File: config.mk
export PLATFORM = sky130hd
export DESIGN_NAME = ram_sweep_ctrl
export DESIGN_NICKNAME = d
export VERILOG_FILES = /design/src/rtl/ram_sweep_pkg.sv /design/src/rtl/ram_rd_valid_pipe.sv /design/src/rtl/ram_sweep_ctrl.sv
export SDC_FILE = /design/constraint.sdc
export NUM_CORES = 1
export LEC_CHECK = 0
export BUFFER_PORTS_ARGS = -buffer_cell sky130_fd_sc_hd__buf_2
export CAP_MARGIN = 10
export CORE_MARGIN = 2
export CORE_UTILIZATION = 42
export DETAILED_ROUTE_END_ITERATION = 7
export GPL_TIMING_DRIVEN = 0
export PLACE_DENSITY = 0.86
export SKIP_LAST_GASP = 1
export SLEW_MARGIN = 40
export SYNTH_ARGS = -nofsm -noshare
export SYNTH_HDL_FRONTEND = slang
export SYNTH_SLANG_ARGS = --single-unit
export TNS_END_PERCENT = 5
File: constraint.sdc
create_clock -name clk -period 1.84 [get_ports clk]
set_input_delay 0.184 -clock clk [delete_from_list [all_inputs] [get_ports clk]]
set_output_delay 0.184 -clock clk [all_outputs]
set_load 0.01 [all_outputs]
File: src/rtl/ram_sweep_pkg.sv
// Shared types and helpers for the RAM sweep controller: FSM state encoding,
// address-width calculation and RAM output-mode read latency.
package ram_sweep_pkg;

    typedef enum logic [2:0] {
        IDLE,
        CAPTURE,
        PLAY,
        FLUSH,
        BIST_WR,
        BIST_RD
    } state_t;

    // Number of bits needed to represent the value 'depth'.
    function automatic int clogb2(input int depth);
        int d;
        int w;
        d = depth;
        for (w = 0; d > 0; w++) begin
            d = d >> 1;
        end
        return w;
    endfunction

    // The registered output stage adds one cycle over the raw array read.
    function automatic int ram_lat(input logic [127:0] perf);
        return (perf == {40'd0, "LOW_LATENCY"}) ? 1 : 2;
    endfunction

endpackage

File: src/rtl/ram_rd_valid_pipe.sv
// LAT-deep shift register carrying {issued, is_last} alongside RAM reads so
// the flags emerge in the same cycle as the matching read data.
module ram_rd_valid_pipe #(
    parameter int LAT = 2
) (
    input  logic clk,
    input  logic clr,
    input  logic in_valid,
    input  logic in_last,
    output logic out_valid,
    output logic out_last,
    output logic empty
);

    logic [LAT-1:0] v;
    logic [LAT-1:0] l;

    // Shift the read flags one stage per clock; clr empties the pipe.
    always_ff @(posedge clk) begin
        if (clr) begin
            v <= '0;
            l <= '0;
        end else begin
            v[0] <= in_valid;
            l[0] <= in_last;
            for (int unsigned i = 1; i < LAT; i++) begin
                v[i] <= v[i-1];
                l[i] <= l[i-1];
            end
        end
    end

    assign out_valid = v[LAT-1];
    assign out_last  = l[LAT-1];
    assign empty     = ~|v;

endmodule

File: src/rtl/ram_sweep_ctrl.sv
// Port-A master for a single-port no-change block RAM: captures a sample
// stream into addresses 0..last_addr, then plays it back with valid/last
// aligned to the RAM read latency.
// Optional build macro RAM_SWEEP_CTRL_BIST_EN adds an address-pattern
// write/read-back self test with sticky error flag and saturating counter.
module ram_sweep_ctrl
    import ram_sweep_pkg::*;
#(
    parameter int RAM_WIDTH       = 18,
    parameter int RAM_DEPTH       = 1024,
    parameter     RAM_PERFORMANCE = "HIGH_PERFORMANCE",
    localparam int ADDR_W         = clogb2(RAM_DEPTH-1)
) (
    input  logic                 clk,
    input  logic                 rst,
    input  logic                 cap_start,
    input  logic                 play_start,
    input  logic [ADDR_W-1:0]    last_addr,
    input  logic [RAM_WIDTH-1:0] s_data,
    input  logic                 s_valid,
    output logic [RAM_WIDTH-1:0] m_data,
    output logic                 m_valid,
    output logic                 m_last,
    output logic                 busy,
    output logic                 done,
    output logic                 ram_ena,
    output logic                 ram_wea,
    output logic                 ram_rsta,
    output logic                 ram_regcea,
    output logic [ADDR_W-1:0]    ram_addra,
    output logic [RAM_WIDTH-1:0] ram_dina,
    input  logic [RAM_WIDTH-1:0] ram_douta
`ifdef RAM_SWEEP_CTRL_BIST_EN
    ,
    input  logic                 bist_start,
    output logic                 bist_err,
    output logic [15:0]          bist_err_cnt
`endif
);

    localparam int LAT = ram_lat(RAM_PERFORMANCE);
    localparam logic [ADDR_W-1:0] MAX_ADDR = ADDR_W'(RAM_DEPTH-1);

    state_t            state, state_next;
    logic [ADDR_W-1:0] addr, last_r, last_clamped;
    logic              at_last, start, addr_clr, addr_inc;
    logic              rd_issue, done_set, done_r, pipe_empty;

`ifdef RAM_SWEEP_CTRL_BIST_EN
    logic              bist_go, rd_all;
    logic [ADDR_W-1:0] exp_addr;
`endif

    assign at_last      = (addr == last_r);
    assign last_clamped = (last_addr > MAX_ADDR) ? MAX_ADDR : last_addr;

    // Next-state and RAM port decode.
    always_comb begin
        state_next = state;
        ram_ena    = 1'b0;
        ram_wea    = 1'b0;
        ram_dina   = s_data;
        rd_issue   = 1'b0;
        addr_inc   = 1'b0;
        addr_clr   = 1'b0;
        start      = 1'b0;
        done_set   = 1'b0;
`ifdef RAM_SWEEP_CTRL_BIST_EN
        bist_go    = 1'b0;
`endif
        case (state)
            IDLE: begin
                if (cap_start) begin
                    state_next = CAPTURE;
                    start      = 1'b1;
                end else if (play_start) begin
                    state_next = PLAY;
                    start      = 1'b1;
`ifdef RAM_SWEEP_CTRL_BIST_EN
                end else if (bist_start) begin
                    state_next = BIST_WR;
                    start      = 1'b1;
                    bist_go    = 1'b1;
`endif
                end
                addr_clr = start;
            end
            CAPTURE: begin
                ram_ena = s_valid;
                ram_wea = s_valid;
                if (s_valid) begin
                    if (at_last) begin
                        state_next = IDLE;
                        done_set   = 1'b1;
                    end else begin
                        addr_inc = 1'b1;
                    end
                end
            end
            PLAY: begin
                ram_ena  = 1'b1;
                rd_issue = 1'b1;
                if (at_last) state_next = FLUSH;
                else         addr_inc   = 1'b1;
            end
            FLUSH: begin
                if (pipe_empty) begin
                    state_next = IDLE;
                    done_set   = 1'b1;
                end
            end
`ifdef RAM_SWEEP_CTRL_BIST_EN
            BIST_WR: begin
                ram_ena  = 1'b1;
                ram_wea  = 1'b1;
                ram_dina = RAM_WIDTH'(addr);
                if (at_last) begin
                    state_next = BIST_RD;
                    addr_clr   = 1'b1;
                end else begin
                    addr_inc = 1'b1;
                end
            end
            BIST_RD: begin
                if (!rd_all) begin
                    ram_ena  = 1'b1;
                    rd_issue = 1'b1;
                    if (!at_last) addr_inc = 1'b1;
                end
                if (m_valid && m_last) begin
                    state_next = IDLE;
                    done_set   = 1'b1;
                end
            end
`endif
            default: state_next = IDLE;
        endcase
    end

    // State, sweep address and done-pulse registers.
    always_ff @(posedge clk) begin
        if (rst) begin
            state  <= IDLE;
            addr   <= '0;
            last_r <= '0;
            done_r <= 1'b0;
        end else begin
            state  <= state_next;
            done_r <= done_set;
            if (start) last_r <= last_clamped;
            if (addr_clr)      addr <= '0;
            else if (addr_inc) addr <= addr + 1'b1;
        end
    end

    ram_rd_valid_pipe #(
        .LAT(LAT)
    ) u_pipe (
        .clk      (clk),
        .clr      (rst),
        .in_valid (rd_issue),
        .in_last  (rd_issue && at_last),
        .out_valid(m_valid),
        .out_last (m_last),
        .empty    (pipe_empty)
    );

`ifdef RAM_SWEEP_CTRL_BIST_EN
    // Read-back compare: words return in issue order, so a running expected
    // address paired with the read pipe tail lines up with each data word.
    always_ff @(posedge clk) begin
        if (rst) begin
            rd_all       <= 1'b0;
            exp_addr     <= '0;
            bist_err     <= 1'b0;
            bist_err_cnt <= '0;
        end else if (bist_go) begin
            rd_all       <= 1'b0;
            exp_addr     <= '0;
            bist_err     <= 1'b0;
            bist_err_cnt <= '0;
        end else if (state == BIST_RD) begin
            if (rd_issue && at_last) rd_all <= 1'b1;
            if (m_valid) begin
                exp_addr <= exp_addr + 1'b1;
                if (ram_douta != RAM_WIDTH'(exp_addr)) begin
                    bist_err <= 1'b1;
                    if (bist_err_cnt != '1) bist_err_cnt <= bist_err_cnt + 1'b1;
                end
            end
        end
    end
`endif

    assign ram_rsta   = rst;
    assign ram_regcea = 1'b1;
    assign ram_addra  = addr;
    assign m_data     = ram_douta;
    assign busy       = (state != IDLE);
    assign done       = done_r;

endmodule

==> results of run 1 <==
## sequential cells by signal, summed over array words and instances, names as in the netlist
| signal | count |
|---|---|
| done | 1 |
| last_r | 10 |
| u_pipe.l | 2 |
| ram_addra | 10 |
| u_pipe.v | 2 |
| state | 2 |
## final cells by class
class                      count  share of cell area (%)
multi-input combinational    114                    34.5
sequential                    27                    26.7
timing repair buffer          67                    16.7
buffer                        43                    15.6
tap                           48                    2.96
clock buffer                   3                    2.04
inverter                       7                    1.30
clock inverter                 1                   0.247
## per-layer routing
| layer | up-vias | share of wire [%] | global-route usage [%] |
|---|---|---|---|
| li1 | 737 | - | - |
| met3 | 4 | 8.0 | 2.40 |
| met4 | 0 | 1.6 | 6.51 |
| met1 | 622 | 42 | 18.2 |
| met5 | - | 0 | 0 |
| met2 | 65 | 49 | 29.7 |
## cell usage after synthesis, drive strengths merged
library cell	n	share of area [%]
nor2	10	2.4
inv	7	1.7
o21a	1	0.48
nand3	4	1.3
and2	2	0.87
xor2	1	0.56
xnor2	10	5.6
mux2	2	1.4
and3	2	0.79
ha	5	4.0
or3	7	2.9
o31ai	3	2.3
o2bb2ai	1	0.56
mux2i	1	0.64
nand2	24	5.9
nor2b	3	1.2
or4	2	0.95
o21ai	8	2.5
buf	40	19
a21oi	21	6.7
clkbuf	3	0.72
a22oi	1	0.48
dfxtp	27	34
conb	1	0.24
nand4	2	1.2
nor3	2	0.64
or2b	1	0.48
## kinds of logic (layout without fill, tap and decap cells)
| kind of cell | Yosys count | in the layout | synth area share (%) |
|---|---|---|---|
| buffers and inverters | 50 | 121 | 21.7 |
| XOR/XNOR | 11 | 11 | 6.12 |
| adder cells (fa/ha/maj) | 5 | 5 | 3.97 |
| AO/OA/AOI/OAI | 35 | 35 | 13.0 |
| other | 1 | 1 | 0.238 |
| flip-flops | 27 | 27 | 34.3 |
| multiplexers | 3 | 3 | 2.07 |
| AND/OR/NAND/NOR | 59 | 59 | 18.5 |
## critical path: stages (launching register included)
cell     delay, ns
dfxtp_1       0.34
inv_1         0.10
ha_2          0.19
and2_2        0.16
o21a_1        0.18
o31ai_4       0.13
or4_1         0.51
a21oi_1       0.15
## where the power goes
| group | switching (mW) | leakage (nW) | total, mW | internal, mW |
|---|---|---|---|---|
| combinational | 0.450 | 0.718 | 0.814 | 0.364 |
| sequential | 0.0545 | 0.220 | 0.718 | 0.664 |
| clock | 0.188 | 0.0255 | 0.340 | 0.152 |
| total | 0.692 | 0.964 | 1.87 | 1.18 |
## through the flow
step | hold slack [ns] | TNS [ns]
floorplan | 0.320 | 0
finish | 0.132 | 0
global placement | 0.422 | 0
CTS | 0.138 | 0
detailed placement | 0.431 | 0
global route | 0.122 | -0.393
## worst max path at each step
stage	slack (ns)	startpoint	endpoint
6_report	0.02	state[1]$_SDFFE_PP0P_	ram_addra[6]$_SDFFE_PP0P_
5_1_grt	-0.11	state[1]$_SDFFE_PP0P_	ram_addra[6]$_SDFFE_PP0P_
4_1_cts	0.008	state[1]$_SDFFE_PP0P_	ram_addra[6]$_SDFFE_PP0P_
3_5_place_dp	0.04	state[1]$_SDFFE_PP0P_	ram_addra[6]$_SDFFE_PP0P_
3_3_place_gp	0.05	state[1]$_SDFFE_PP0P_	ram_addra[6]$_SDFFE_PP0P_
2_1_floorplan	0.06	state[1]$_SDFFE_PP0P_	ram_addra[8]$_SDFFE_PP0P_
## repair_timing
| item | CTS | global route |
|---|---|---|
| hold buffers | 0 | 0 |
| endpoints found under the setup margin | 0 | 10 |
| setup buffers | 0 | 1 |
| gates resized for setup | 0 | 2 |
==> run metrics, run 1 <==
Syn-to-layout area delta 28.7%; die width 65.2 um; Hold Path Depth 3; Mapped Cells 191; CP Class reg2reg; Worst EP required 2.05 ns; maximum clock path buffer count 2; Leakage 0.964 nW; min cycle time layout 1.82 ns; Clk Latency, worst-skew pair 0.28 ns; Initial Util 43.3%; WL/cell 10.6 um; Power Density 924 nW/um^2; ANT cells 0; outcome complete, no violations; Yosys reg bits 27; # port buffers 66; Mapped Area 1570 sq um; sequential area share after synthesis 34.3%; Root Buffer clkbuf_8; First DRT Iteration DRCs 35; Hold Crit Class in2reg; VDD IR max 0.661 mV; cells on worst reg2reg path 7; clock sink count 27; DR vias/cell 4.61; final setup margin 0.0245 ns; Detail Route Antenna Nets 0; DP Area 1960 sq um; die area 4250 sq um; Detail Placement HPWL 2.60 mm; max-cap violations 0; clk_skew 0.00869 ns; die extent in y 65.2 um; antenna violations before repair 0; worst slew pin tran 0.577 ns; share of layout cells above drive strength 1 45.8%; hold path startpoint last_addr[2]; Placement Setup Slack 0.0363 ns; Final GP Congestion 0.843; Non-Filler Instances 310; Placed Cells 305; Fill cells 353; unrepaired setup endpoints after global routing yes; reg-to-reg slack, setup 0.02 ns; Via Count 1428; Yosys warning total 0; # DRC 0; CTS buffer count 3; final hold vios 0; Seq. cell area 541 sq um; final core utilization 55.8%; io pins 105; Reg-to-Reg End ram_addra[6]$_SDFFE_PP0P_; pin count of the biggest net entering global routing 16; first-pass GRT wire length 5.44 mm; # H-tree levels 1; grt ovf 0; Routed WL 3.28 mm; Non-Filler Cell Area, Final 2030 sq um; Cell variety after synth 33; clock slew at reported path FFs 0.10 ns; Avg Inst Size Synth 8.24 sq um; num rows 22; CTS tree built; crit path max fanout 9; number of global-route vias before repair 1298; syn_nets 247; worst flop-to-flop path startpoint state[1]$_SDFFE_PP0P_; crit path launch type register; CP endpoint kind register; most frequent cells in the layout buf_2 (66), buf_4 (40), dfxtp_1 (27); Slew Limit Fails 0; # setup viols final 0; commonest non-fill, non-tap cell in the layout buf_2; Total GRT Usage 16.0%; crit share post-route 98.7%; Multi-input gate area 699 sq um; Final nets 319; total chip power 1.87 mW; Peak Freq 551 MHz; slew margin rel. 61.4%; drt pass-1 iters 4; crit path DAT 2.03 ns; Core Footprint 3630 sq um; WHS Endpoint last_r[2]$_SDFFE_PP0P_
No activity file was read; power rests on OpenSTA's default activity.
==> inputs of run 2 (changes only) <==
--- a/config.mk
+++ b/config.mk
@@ -11,7 +11,7 @@
 export CORE_UTILIZATION = 42
 export DETAILED_ROUTE_END_ITERATION = 7
 export GPL_TIMING_DRIVEN = 0
-export PLACE_DENSITY = 0.86
+export PLACE_DENSITY = 0.91
 export SKIP_LAST_GASP = 1
 export SLEW_MARGIN = 40
 export SYNTH_ARGS = -nofsm -noshare
==> run 2 against run 1 <==
Power increased by 5.9%. Sequential cell count unchanged. Sequential power about the same. Non-clock buffer count increased by 3. Register-to-register slack improved by 0.05 ns. Clock-buffer cell count increased by 1. Maximum frequency increased by 2.6%. Critical endpoint is now ram_addra[1]$_SDFFE_PP0P_.
==> run metrics, run 2 (same netlist as run 1, synthesis figures left out) <==
outcome complete, no violations; Total GRT Usage 15.5%; Hold Crit Class in2reg; First DRT Iteration DRCs 43; Power Density 955 nW/um^2; # port buffers 66; CP endpoint kind register; Hold Path Depth 3; min cycle time layout 1.77 ns; clk_skew 0.00366 ns; Reg power frac 36.3%; Syn-to-layout area delta 31.9%; io pins 105; DP Area 1960 sq um; Placement Setup Slack 0.0140 ns; DR vias/cell 4.70; die extent in y 65.2 um; Final GP Congestion 0.821; clock slew at reported path FFs 0.09 ns; Root Buffer clkbuf_8; Critical Path End ram_addra[1]$_SDFFE_PP0P_; crit path launch type register; final hold vios 0; maximum clock path buffer count 2; Peak Freq 565 MHz; cells on worst reg2reg path 6; Leakage 0.981 nW; commonest non-fill, non-tap cell in the layout buf_2; ANT cells 0; CTS tree built; most frequent cells in the layout buf_2 (66), buf_4 (43), dfxtp_1 (25); Clk Latency, worst-skew pair 0.28 ns; Net Sw Power 741 uW; clock group share of total power 17.1%; share of layout cells above drive strength 1 47.7%; Combinational Power Share 46.6%; max-cap violations 0; Routed WL 3.50 mm; crit path max fanout 10; Placed Cells 305; Switching Share 37.4%; # H-tree levels 1; Worst EP required 2.02 ns; crit path DAT 1.95 ns; antenna violations before repair 0; die width 65.2 um; Reg-to-Reg End ram_addra[1]$_SDFFE_PP0P_; reg-to-reg slack, setup 0.07 ns; Non-Filler Cell Area, Final 2080 sq um; pin count of the biggest net entering global routing 15; first-pass GRT wire length 5.09 mm; CP Class reg2reg; Final nets 323; number of global-route vias before repair 1254; Detail Placement HPWL 2.65 mm; clock sink count 27; slew margin rel. 58.3%; Initial Util 43.3%; worst slew pin tran 0.623 ns; num rows 22; grt ovf 0; Detail Route Antenna Nets 0; die area 4250 sq um; CTS buffer count 3; worst flop-to-flop path startpoint ram_addra[4]$_SDFFE_PP0P_; # DRC 0; drt pass-1 iters 4; Core Footprint 3630 sq um; # setup viols final 0; Critical Path Start ram_addra[4]$_SDFFE_PP0P_; Via Count 1475; Slew Limit Fails 0; WL/cell 11.2 um; unrepaired setup endpoints after global routing yes; Non-Filler Instances 314; VDD IR max 0.540 mV; Internal 1.24 mW; # hold bufs at CTS 0; crit share post-route 96.2%; final setup margin 0.0703 ns
-- run 2: changes by cell type in the layout (fill, tap and decap cells not counted), sizes merged --
cell / delta
clkinv: -1
o31ai: +1
clkbuf: +1
buf: +3
-- run 2: area by class of cell --
| class | instances | area [sq um] |
|---|---|---|
| Buffer | 43 | 315 |
| Clock buffer | 4 | 45.0 |
| Tap cell | 48 | 60.1 |
| Multi-Input combinational cell | 115 | 726 |
| Timing Repair Buffer | 70 | 360 |
| Inverter | 7 | 26.3 |
| Fill cell | 332 | 1560 |
| Sequential cell | 27 | 543 |
-- run 2: critical path: stages (launching register included) --
cell and delay (ns):
dfxtp_2 0.36, xnor2_1 0.25, nand4_2 0.23, o31ai_4 0.39, buf_6 0.19, mux2i_1 0.19, nor2_1 0.05
-- run 2: stage by stage --
step	utilization, %	TNS [ns]	hold slack (ns)	total power [mW]
2_1_floorplan	-	0	0.320	1.32
3_3_place_gp	54.1	0	0.422	1.50
3_5_place_dp	54.1	0	0.429	1.52
4_1_cts	55.5	0	0.138	1.86
5_1_grt	57.1	-0.0351	0.138	2.14
6_report	57.1	0	0.135	1.98
-- run 2: timing repair --
action / CTS / global route
resized for setup: 0 / 8
setup buffers: 1 / 3
pin swaps: 0 / 3
endpoints found under the setup margin: 2 / 12
gates cloned: 0 / 1
-- run 2: metal layers --
metal	share of wire, %	up-vias	global-route usage, %
li1	-	748	-
met1	38	650	15.1
met2	51	71	30.2
met3	8.8	6	3.77
met4	2.1	0	6.77
met5	0	-	0
-- run 2: power by group through the flow --
stage | clock, mW | sequential [mW] | combinational [mW]
finish | 0.340 | 0.719 | 0.924
global placement | 0 | 0.726 | 0.771
floorplan | 0 | 0.723 | 0.601
global route | 0.371 | 0.728 | 1.04
detailed placement | 0 | 0.732 | 0.789
CTS | 0.338 | 0.717 | 0.804
-- run 2: worst min path at each step --
stage                            from                      to  slack (ns)
5_1_grt                  last_addr[9]  last_r[9]$_SDFFE_PP0P_        0.14
3_3_place_gp   u_pipe.l[0]$_SDFF_PP0_  u_pipe.l[1]$_SDFF_PP0_        0.42
2_1_floorplan            last_addr[0]  last_r[0]$_SDFFE_PP0P_        0.32
4_1_cts                  last_addr[1]  last_r[1]$_SDFFE_PP0P_        0.14
3_5_place_dp   u_pipe.l[0]$_SDFF_PP0_  u_pipe.l[1]$_SDFF_PP0_        0.43
6_report                 last_addr[9]  last_r[9]$_SDFFE_PP0P_        0.13
